$ cat src/rtl/fetch_line_sequencer.sv
// Fetches 16-byte lines in order into a DEPTH-entry FIFO for the pre-decoder, with flush redirect and stale-response drain.
// A pushed line reaches the head one cycle after its response; requests are credit-limited so a push never finds the FIFO full.
module fetch_line_sequencer #(
  parameter int          DEPTH    = 4,
  parameter logic [63:0] RESET_PC = 64'h0
) (
  input  logic          clk,
  input  logic          rst,
  input  logic          clkEn,
  input  logic          flush_en,
  input  logic [63:0]   flush_address,
  output logic          icache_req,
  output logic [63:0]   icache_addr,
  input  logic          icache_ready,
  input  logic          icache_resp_valid,
  input  logic [127:0]  icache_resp_data,
  input  logic          pd_advance,
  input  logic          pd_need_next,
  output logic [63:0]   fetchBufferPc,
  output logic [127:0]  fetchBufferInput,
  output logic [127:0]  fetchBufferNext,
  output logic          fetchBufferNextValid,
  output logic          fetchBufferStall
);

  localparam int CW = $clog2(DEPTH + 1);
  localparam int PW = $clog2(DEPTH);

  localparam logic [0:0] RUN   = 1'b0;
  localparam logic [0:0] DRAIN = 1'b1;

  logic [0:0]    state;
  logic [63:0]   fetch_addr;
  logic [63:0]   tag_pc;
  logic [CW-1:0] count;
  logic [CW-1:0] out_cnt;
  logic [CW-1:0] drop_cnt;
  logic [PW-1:0] head;
  logic [PW-1:0] tail;
  logic [127:0]  mem_data [DEPTH];
  logic [63:0]   mem_pc   [DEPTH];

  logic [CW:0]   inflight;
  logic [CW-1:0] flush_drop;
  logic [PW-1:0] head_nxt;
  logic          resp_ok;
  logic          req_fire;
  logic          push;
  logic          pop;
  logic          has1;
  logic          has2;

  assign inflight   = {1'b0, count} + {1'b0, out_cnt};
  assign resp_ok    = icache_resp_valid && (out_cnt != '0);
  assign flush_drop = out_cnt - CW'(resp_ok);
  assign head_nxt   = head + PW'(1);
  assign has1       = (count != '0);
  assign has2       = (count >= CW'(2));

  assign icache_req  = (state == RUN) && !flush_en && !rst && (inflight < (CW + 1)'(DEPTH));
  assign icache_addr = fetch_addr;
  assign req_fire    = icache_req && icache_ready;

  assign fetchBufferStall     = !has1 || (pd_need_next && !has2) || (state == DRAIN);
  assign fetchBufferNextValid = has2;
  assign fetchBufferPc        = has1 ? mem_pc[head]       : '0;
  assign fetchBufferInput     = has1 ? mem_data[head]     : '0;
  assign fetchBufferNext      = has2 ? mem_data[head_nxt] : '0;

  // Flush overrides every other update in its cycle, including a coincident response.
  assign push = resp_ok && (state == RUN) && !flush_en && !rst;
  assign pop  = pd_advance && has1 && !fetchBufferStall && !flush_en;

  always_ff @(posedge clk) begin
    if (clkEn && push) begin
      mem_data[tail] <= icache_resp_data;
      mem_pc[tail]   <= tag_pc;
    end
  end

  always_ff @(posedge clk) begin
    if (clkEn) begin
      if (rst) begin
        state      <= RUN;
        fetch_addr <= {RESET_PC[63:4], 4'b0};
        tag_pc     <= {RESET_PC[63:4], 4'b0};
        count      <= '0;
        out_cnt    <= '0;
        drop_cnt   <= '0;
        head       <= '0;
        tail       <= '0;
      end else if (flush_en) begin
        // The tag counter restarts at the target: dropped responses never advance it.
        fetch_addr <= flush_address & ~64'hF;
        tag_pc     <= flush_address & ~64'hF;
        count      <= '0;
        head       <= '0;
        tail       <= '0;
        out_cnt    <= flush_drop;
        drop_cnt   <= flush_drop;
        state      <= (flush_drop != '0) ? DRAIN : RUN;
      end else begin
        if (req_fire)
          fetch_addr <= fetch_addr + 64'd16;
        out_cnt <= out_cnt + CW'(req_fire) - CW'(resp_ok);
        if (push) begin
          tail   <= tail + PW'(1);
          tag_pc <= tag_pc + 64'd16;
        end
        if (pop)
          head <= head_nxt;
        if (push && !pop)
          count <= count + CW'(1);
        else if (pop && !push)
          count <= count - CW'(1);
        if (state == DRAIN && resp_ok) begin
          drop_cnt <= drop_cnt - CW'(1);
          if (drop_cnt == CW'(1))
            state <= RUN;
        end
      end
    end
  end

  a_no_overflow: assert property (@(posedge clk) (clkEn && push) |-> (count < CW'(DEPTH)));
  a_credit: assert property (@(posedge clk) !rst |-> (inflight <= (CW + 1)'(DEPTH)));

endmodule

$ cat config.mk
export PLATFORM = sky130hd
export DESIGN_NAME = fetch_line_sequencer
export DESIGN_NICKNAME = d
export VERILOG_FILES = /design/src/rtl/fetch_line_sequencer.sv
export SDC_FILE = /design/constraint.sdc
export NUM_CORES = 1
export LEC_CHECK = 0
export BUFFER_PORTS_ARGS = -buffer_cell sky130_fd_sc_hd__buf_4
export CAP_MARGIN = 25
export CORE_MARGIN = 4
export CORE_UTILIZATION = 45
export DETAILED_ROUTE_END_ITERATION = 12
export PLACE_DENSITY = 0.68
export SYNTH_ARGS = -nofsm -noshare
export SYNTH_HDL_FRONTEND = slang
export SYNTH_SLANG_ARGS = --single-unit
$ cat constraint.sdc
create_clock -name clk -period 8.87 [get_ports clk]
set_clock_uncertainty 0.15 [all_clocks]
set_input_delay 0 -clock clk [delete_from_list [all_inputs] [get_ports clk]]
set_output_delay 0 -clock clk [all_outputs]
set_load 0.01 [all_outputs]
==> flow_metrics.py, run 1 <==
metrics = {
    "status": {
        "status": "finished, final reports clean",
    },
    "min_path": {
        "hold_path.class": "in -> reg",
        "hold_start": "icache_resp_data[14]",
        "hold_end": "mem_data[2][14]",
        "holdPathStages": 2,
    },
    "grt": {
        "grt_max_degree": 189,
        "antenna_found_initial": 10,
        "overflow": 0,
        "grt_pass1_vias": 26900,
        "grt_util_all_layers": 0.228,
        "grt_pass1_wl_um": 168000,
    },
    "cts": {
        "cts.sinks": 888,
        "root_buffer": "clkbuf_16",
        "path_clk_slew_ps": 60,
        "clock_latency_ps": 640,
        "clk_path_buf_depth": 3,
        "htreeDepth": 3,
        "cts_buffers": 92,
        "cts_tree": "built",
    },
    "power_and_ir_drop": {
        "p_int_mw": 7.59,
        "pwr-share-seq": 0.485,
        "combPwrFrac": 0.130,
        "power_mw": 9.90,
        "switchingPower_mw": 2.31,
        "vdd_drop_max_mv": 0.136,
        "p_clk_frac": 0.385,
        "leakage_nw": 18.0,
        "p_sw_frac": 0.233,
        "p_per_area_nw_per_um2": 188,
    },
    "layout": {
        "final_nets": 3475,
        "fillers": 6756,
        "final_area_um2": 52800,
        "post-route-util": 0.585,
        "drive_gt1_frac": 0.323,
        "fin_cells": 4513,
        "area_delta_synth_final_pct": 28.6,
    },
    "timing": {
        "max_slew_margin": 0.260,
        "worst_slew_pin_slew_ps": 1110,
        "period_share": 0.453,
        "final-setup-viol-count": 0,
        "fmax_mhz": 249,
        "hold_viol": 0,
        "slew_violations": 0,
        "fin_tns_setup_ps": 0,
        "min_period_ps": 4020,
        "rsz0062_at_grt": "no",
    },
    "setup_path": {
        "worstPathArrival_ps": 3870,
        "crit_chain": "nor2_1 -> clkinv_2 -> nor2_4 -> buf_12 -> nor2b_1 -> buf_4",
        "crit_slowest_cell": "clkinv_2",
        "worst-setup-path-type": "reg -> out",
        "r2r_end": "mem_data[2][1]",
        "critPathMaxFanout": 188,
        "cp-startpoint": "count[1]",
        "start_kind": "flip-flop",
        "critPathCaptureType": "primary output",
        "reg2reg_slack_ps": 4870,
        "worstReg2RegStart": "out_cnt[1]",
        "max_stage_delay_ps": 770,
        "r2r_cells": 5,
        "cp.required_ps": 8720,
    },
    "synth": {
        "synth_area_um2": 41000,
        "netlist_top_cells_area": "edfxtp_1, mux4_2, nor2b_1",
        "avgSynthCellArea_um2": 17.1,
        "synth_top_area_frac": 0.648,
        "synth_seq_cells": 888,
        "synth_edf_count": 886,
        "postSynth.asyncResetShare": 0,
        "ys_types": 50,
        "netlist_instances": 2402,
        "ys.warnings.count": 0,
        "synth-seq-area-share": 0.649,
        "synth_largest_area_cell": "edfxtp_1",
        "synthFlopType": "edfxtp_1",
    },
    "floorplanning": {
        "start_util": 0.455,
        "die_area_um2": 96100,
        "die-width_um": 310,
        "core_area_um2": 90300,
        "fp-row-count": 110,
        "ios": 587,
        "die_height_um": 310,
    },
    "place": {
        "dp_hpwl_um": 69900,
        "placed_cell_area_um2": 46600,
        "dp_cells": 4026,
        "gp_congestion": 0.873,
        "port_buffers": 574,
    },
    "job": {
        "drv_cap": 0,
    },
    "route": {
        "drc_errors": 0,
        "wl_per_cell_um": 24.9,
        "avgViaCountPerCell": 5.83,
        "initialDrtViolationCount": 2317,
        "finalWirelength_um": 112000,
        "via_count": 26300,
        "dr.pass1.iters": 6,
        "ant_nets": 0,
    },
}
-- state kept, by name, indices dropped and copies added, names as in the netlist, named ones only --
name,flops
mem_pc,240
head,2
drop_cnt,3
state,1
out_cnt,3
tail,2
icache_addr,60
mem_data,512
tag_pc,60
count,3
-- power groups by stage --
stage | Combinational, mW | Clock (mW) | Sequential, mW
after floorplan | 0.639 | 0 | 4.85
after global placement | 1.17 | 0 | 4.88
after detailed placement | 1.18 | 0 | 4.88
after CTS | 1.30 | 3.89 | 4.80
after global routing | 1.38 | 4.08 | 4.81
final | 1.29 | 3.82 | 4.80
-- cells by family after synthesis --
kind of cell,Yosys count,synth area share
muxes,323,0.175
xor gates and xnor gates,63,0.0134
adders and majority gates,17,0.00555
buffers and inverters,204,0.0204
DFF,888,0.649
and+or+nand+nor,673,0.0939
other,1,0.0000914
AOI/OAI and AO/OA,233,0.0424
-- final cells by class --
class | instances | area, µm² | share of cell area
clock buffers | 113 | 2420 | 0.0459
clock inverters | 55 | 593 | 0.0112
multi-input cells | 1317 | 13600 | 0.258
inverters | 38 | 145 | 0.00275
repair buffers | 921 | 7850 | 0.149
diodes | 5 | 12.5 | 0.000237
flip-flops and latches | 888 | 26700 | 0.505
well taps | 1176 | 1470 | 0.0279
-- cells in the final DEF, fill, tap and decap left out, types with 6 or more instances in the layout --
| master | count |
|---|---|
| a211oi_1 | 12 |
| a21boi_0 | 49 |
| a21oi_1 | 14 |
| a31oi_1 | 8 |
| and2_1 | 140 |
| and3_1 | 14 |
| and4_1 | 15 |
| buf_12 | 6 |
| buf_4 | 599 |
| bufinv_16 | 9 |
| clkbuf_1 | 19 |
| clkbuf_16 | 94 |
| clkinv_1 | 16 |
| clkinv_2 | 21 |
| conb_1 | 8 |
| dlygate4sd3_1 | 312 |
| edfxtp_1 | 886 |
| ha_1 | 15 |
| inv_1 | 36 |
| mux4_2 | 316 |
| nand2_1 | 79 |
| nand3_1 | 34 |
| nand4_1 | 34 |
| nor2_1 | 56 |
| nor2b_1 | 192 |
| nor3_1 | 23 |
| nor4_1 | 51 |
| o21a_1 | 55 |
| o21ai_0 | 22 |
| o311a_1 | 9 |
| o31a_1 | 43 |
| or3_1 | 11 |
| xnor2_1 | 47 |
| xor2_1 | 16 |
-- Yosys cell counts (all sizes together) (16+ instances only) --
| cell | count |
|---|---|
| nand2 | 79 |
| mux4 | 316 |
| nor3 | 23 |
| a21boi | 52 |
| nor2 | 57 |
| clkbuf | 107 |
| inv | 38 |
| and3 | 18 |
| nor4 | 51 |
| buf | 59 |
| xor2 | 16 |
| o21ai | 22 |
| nand3 | 34 |
| o31a | 43 |
| edfxtp | 886 |
| xnor2 | 47 |
| o21a | 56 |
| nor2b | 192 |
| nand4 | 34 |
| and2 | 140 |
-- worst max-delay path, delay by kind of cell (launching register included) --
| kind | cells | cell delay (ps) |
|---|---|---|
| AND/OR/NAND/NOR | 3 | 880 |
| flip-flops | 1 | 460 |
| buffers and inverters | 3 | 1730 |
-- layer usage --
layer,vias to the layer above,routed length [µm],GRT usage
li1,11400,-,-
met1,13500,43400,0.304
met2,1349,55900,0.383
met3,154,10200,0.0504
met4,8,2600,0.0639
met5,-,58,0
-- how the worst max path moves through the flow --
| stage | slack [ps] | depth (start not counted) | to |
|---|---|---|---|
| 2_1_floorplan | 2370 | 6 | icache_addr[10] |
| 3_3_place_gp | 4830 | 7 | mem_data[2][112] |
| 3_5_place_dp | 4750 | 7 | mem_data[0][69] |
| 4_1_cts | 4610 | 5 | fetchBufferInput[37] |
| 5_1_grt | 4590 | 6 | fetchBufferInput[68] |
| 6_report | 4850 | 6 | fetchBufferInput[68] |
-- metrics by stage --
stage / setup WS (ps) / hold WS [ps]
final: 4850 / 36.0
after global routing: 4590 / 13.4
after CTS: 4610 / 1.31
after detailed placement: 4750 / 53.2
after global placement: 4830 / 47.8
after floorplan: 2370 / -51.1
-- timing repair --
action                                  CTS  global route
buffers inserted                          0             0
hold endpoints to repair                717             4
gates resized for setup                   0             0
hold buffers                            311             1
endpoints found under the setup margin    0             0
Power figures use the tool's default switching activity.
==> run 2, diff against run 1 <==
==> constraint.sdc (replaced) <==
create_clock -name clk -period 3.7 [get_ports clk]
set_clock_uncertainty 0.15 [all_clocks]
set_input_delay 0 -clock clk [delete_from_list [all_inputs] [get_ports clk]]
set_output_delay 0 -clock clk [all_outputs]
set_load 0.01 [all_outputs]
==> flow_metrics.py, run 2 (synthesized netlist as in run 1, its figures left out) <==
metrics = {
    "status": {
        "status": "finished, final reports clean",
    },
    "timing": {
        "final-setup-viol-count": 0,
        "slew_violations": 0,
        "setup_ws_ps": 439,
        "fmax_mhz": 307,
        "period_share": 0.881,
        "min_period_ps": 3260,
        "max_slew_margin": 0.418,
        "hold_viol": 0,
        "worst_slew_pin_slew_ps": 874,
        "rsz0062_at_grt": "no",
    },
    "grt": {
        "overflow": 0,
        "grt_pass1_vias": 27400,
        "antenna_found_initial": 8,
        "grt_max_degree": 99,
        "grt_util_all_layers": 0.235,
        "grt_pass1_wl_um": 172000,
    },
    "place": {
        "placed_cell_area_um2": 47000,
        "dp_hpwl_um": 74500,
        "port_buffers": 574,
        "gp_congestion": 0.890,
        "dp_cells": 4059,
        "pre_cts_ws_ps": 446,
    },
    "cts": {
        "cts_tree": "built",
        "cts_setup_buffers": 0,
        "cts_buffers": 92,
        "path_clk_slew_ps": 60,
        "cts.sinks": 888,
        "clock_latency_ps": 650,
        "clk_path_buf_depth": 3,
        "root_buffer": "clkbuf_16",
        "htreeDepth": 3,
    },
    "floorplanning": {
        "die_height_um": 310,
        "ios": 587,
        "core_area_um2": 90300,
        "start_util": 0.455,
        "die-width_um": 310,
        "fp-row-count": 110,
        "die_area_um2": 96100,
    },
    "min_path": {
        "holdPathStages": 2,
        "hold_path.class": "in -> reg",
    },
    "power_and_ir_drop": {
        "leakage_nw": 18.3,
        "vdd_drop_max_mv": 0.325,
        "p_per_area_nw_per_um2": 450,
    },
    "layout": {
        "largest_register_ffs": 512,
        "fillers": 6754,
        "final_cell_mix": "edfxtp_1, buf_4, dlygate4sd3_1",
        "final_common_cell": "edfxtp_1",
        "area_delta_synth_final_pct": 29.8,
        "reg_top3": "mem_data (512), mem_pc (240)",
        "fin_cells": 4549,
        "top_register": "mem_data",
        "drive_gt1_frac": 0.329,
        "final_area_um2": 53300,
        "final_nets": 3512,
    },
    "job": {
        "drv_cap": 0,
    },
    "route": {
        "via_count": 26500,
        "drc_errors": 0,
        "ant_nets": 0,
        "initialDrtViolationCount": 2383,
        "wl_per_cell_um": 25.2,
        "dr.pass1.iters": 5,
        "finalWirelength_um": 115000,
        "avgViaCountPerCell": 5.82,
    },
    "setup_path": {
        "r2r_cells": 13,
        "worstPathArrival_ps": 3500,
        "critPathMaxFanout": 4,
        "start_kind": "flip-flop",
        "cp.required_ps": 3940,
        "critPathCaptureType": "flip-flop",
        "worst-setup-path-type": "reg -> reg",
    },
}
## run 2: cell types whose count changed in the layout (fill, tap and decap cells not counted), moves of 2 or more
cell	delta
clkinv_2	-2
bufinv_16	+4
dlygate4sd3_1	+5
buf_16	-3
buf_4	+17
clkinv_1	+9
buf_12	+18
clkinvlp_4	-2
inv_6	+3
clkinv_16	-3
clkbuf_1	-10
## run 2: area by class of cell
cell class | instances | area, µm² | share of cell area
antenna | 4 | 10.0 | 0.000188
clock buffer | 103 | 2390 | 0.0448
inverter | 38 | 145 | 0.00272
sequential | 888 | 26700 | 0.500
clock inverter | 65 | 672 | 0.0126
tap | 1176 | 1470 | 0.0276
timing repair buffer | 958 | 8310 | 0.156
multi-input combinational | 1317 | 13600 | 0.256
## run 2: final timing paths
kind	end	slack, ps	from
setup / recovery	out_cnt[2]	440	out_cnt[2]
hold / removal	mem_data[0][120]	30	icache_resp_data[120]
setup reg to reg	out_cnt[2]	440	out_cnt[2]
hold reg to reg	mem_pc[1][23]	470	tag_pc[23]
## run 2: routing by layer
metal	track usage	share of wire	vias to the layer above
li1	-	-	11400
met4	0.0728	0.027	14
met5	0	0.00074	-
met2	0.389	0.49	1275
met3	0.0586	0.092	194
met1	0.308	0.39	13600
## run 2: stage by stage
| step | total power, mW | setup TNS (ps) | util | hold slack, ps |
|---|---|---|---|---|
| after floorplan | 13.2 | -200100 | - | -51.1 |
| after global placement | 14.5 | 0 | 0.521 | 47.4 |
| after detailed placement | 14.6 | 0 | 0.521 | 52.1 |
| after CTS | 24.2 | 0 | 0.590 | 4.64 |
| after global routing | 24.9 | 0 | 0.590 | 12.2 |
| final | 24.0 | 0 | 0.590 | 26.7 |
## run 2: repair_timing
| item | CTS | global route |
|---|---|---|
| gates resized for setup | 0 | 0 |
| endpoints found under the hold margin | 785 | 0 |
| hold buffers | 317 | 0 |
## run 2: worst max-delay path, stage by stage, from the launching register on
cell      delay, ps
edfxtp_1        460
ha_1            300
nor3_1          190
nand3b_1        100
a31oi_1         230
nand2_1         150
ha_1            300
inv_1            40
ha_1            180
fa_1            380
xor2_1          150
o21ai_0         190
xnor2_1         140
nor2_1           50
## run 2: report_power, final
group | internal (mW) | switching [mW]
clock network | 5.55 | 3.83
logic | 1.63 | 1.51
registers | 11.3 | 0.222
total | 18.4 | 5.56
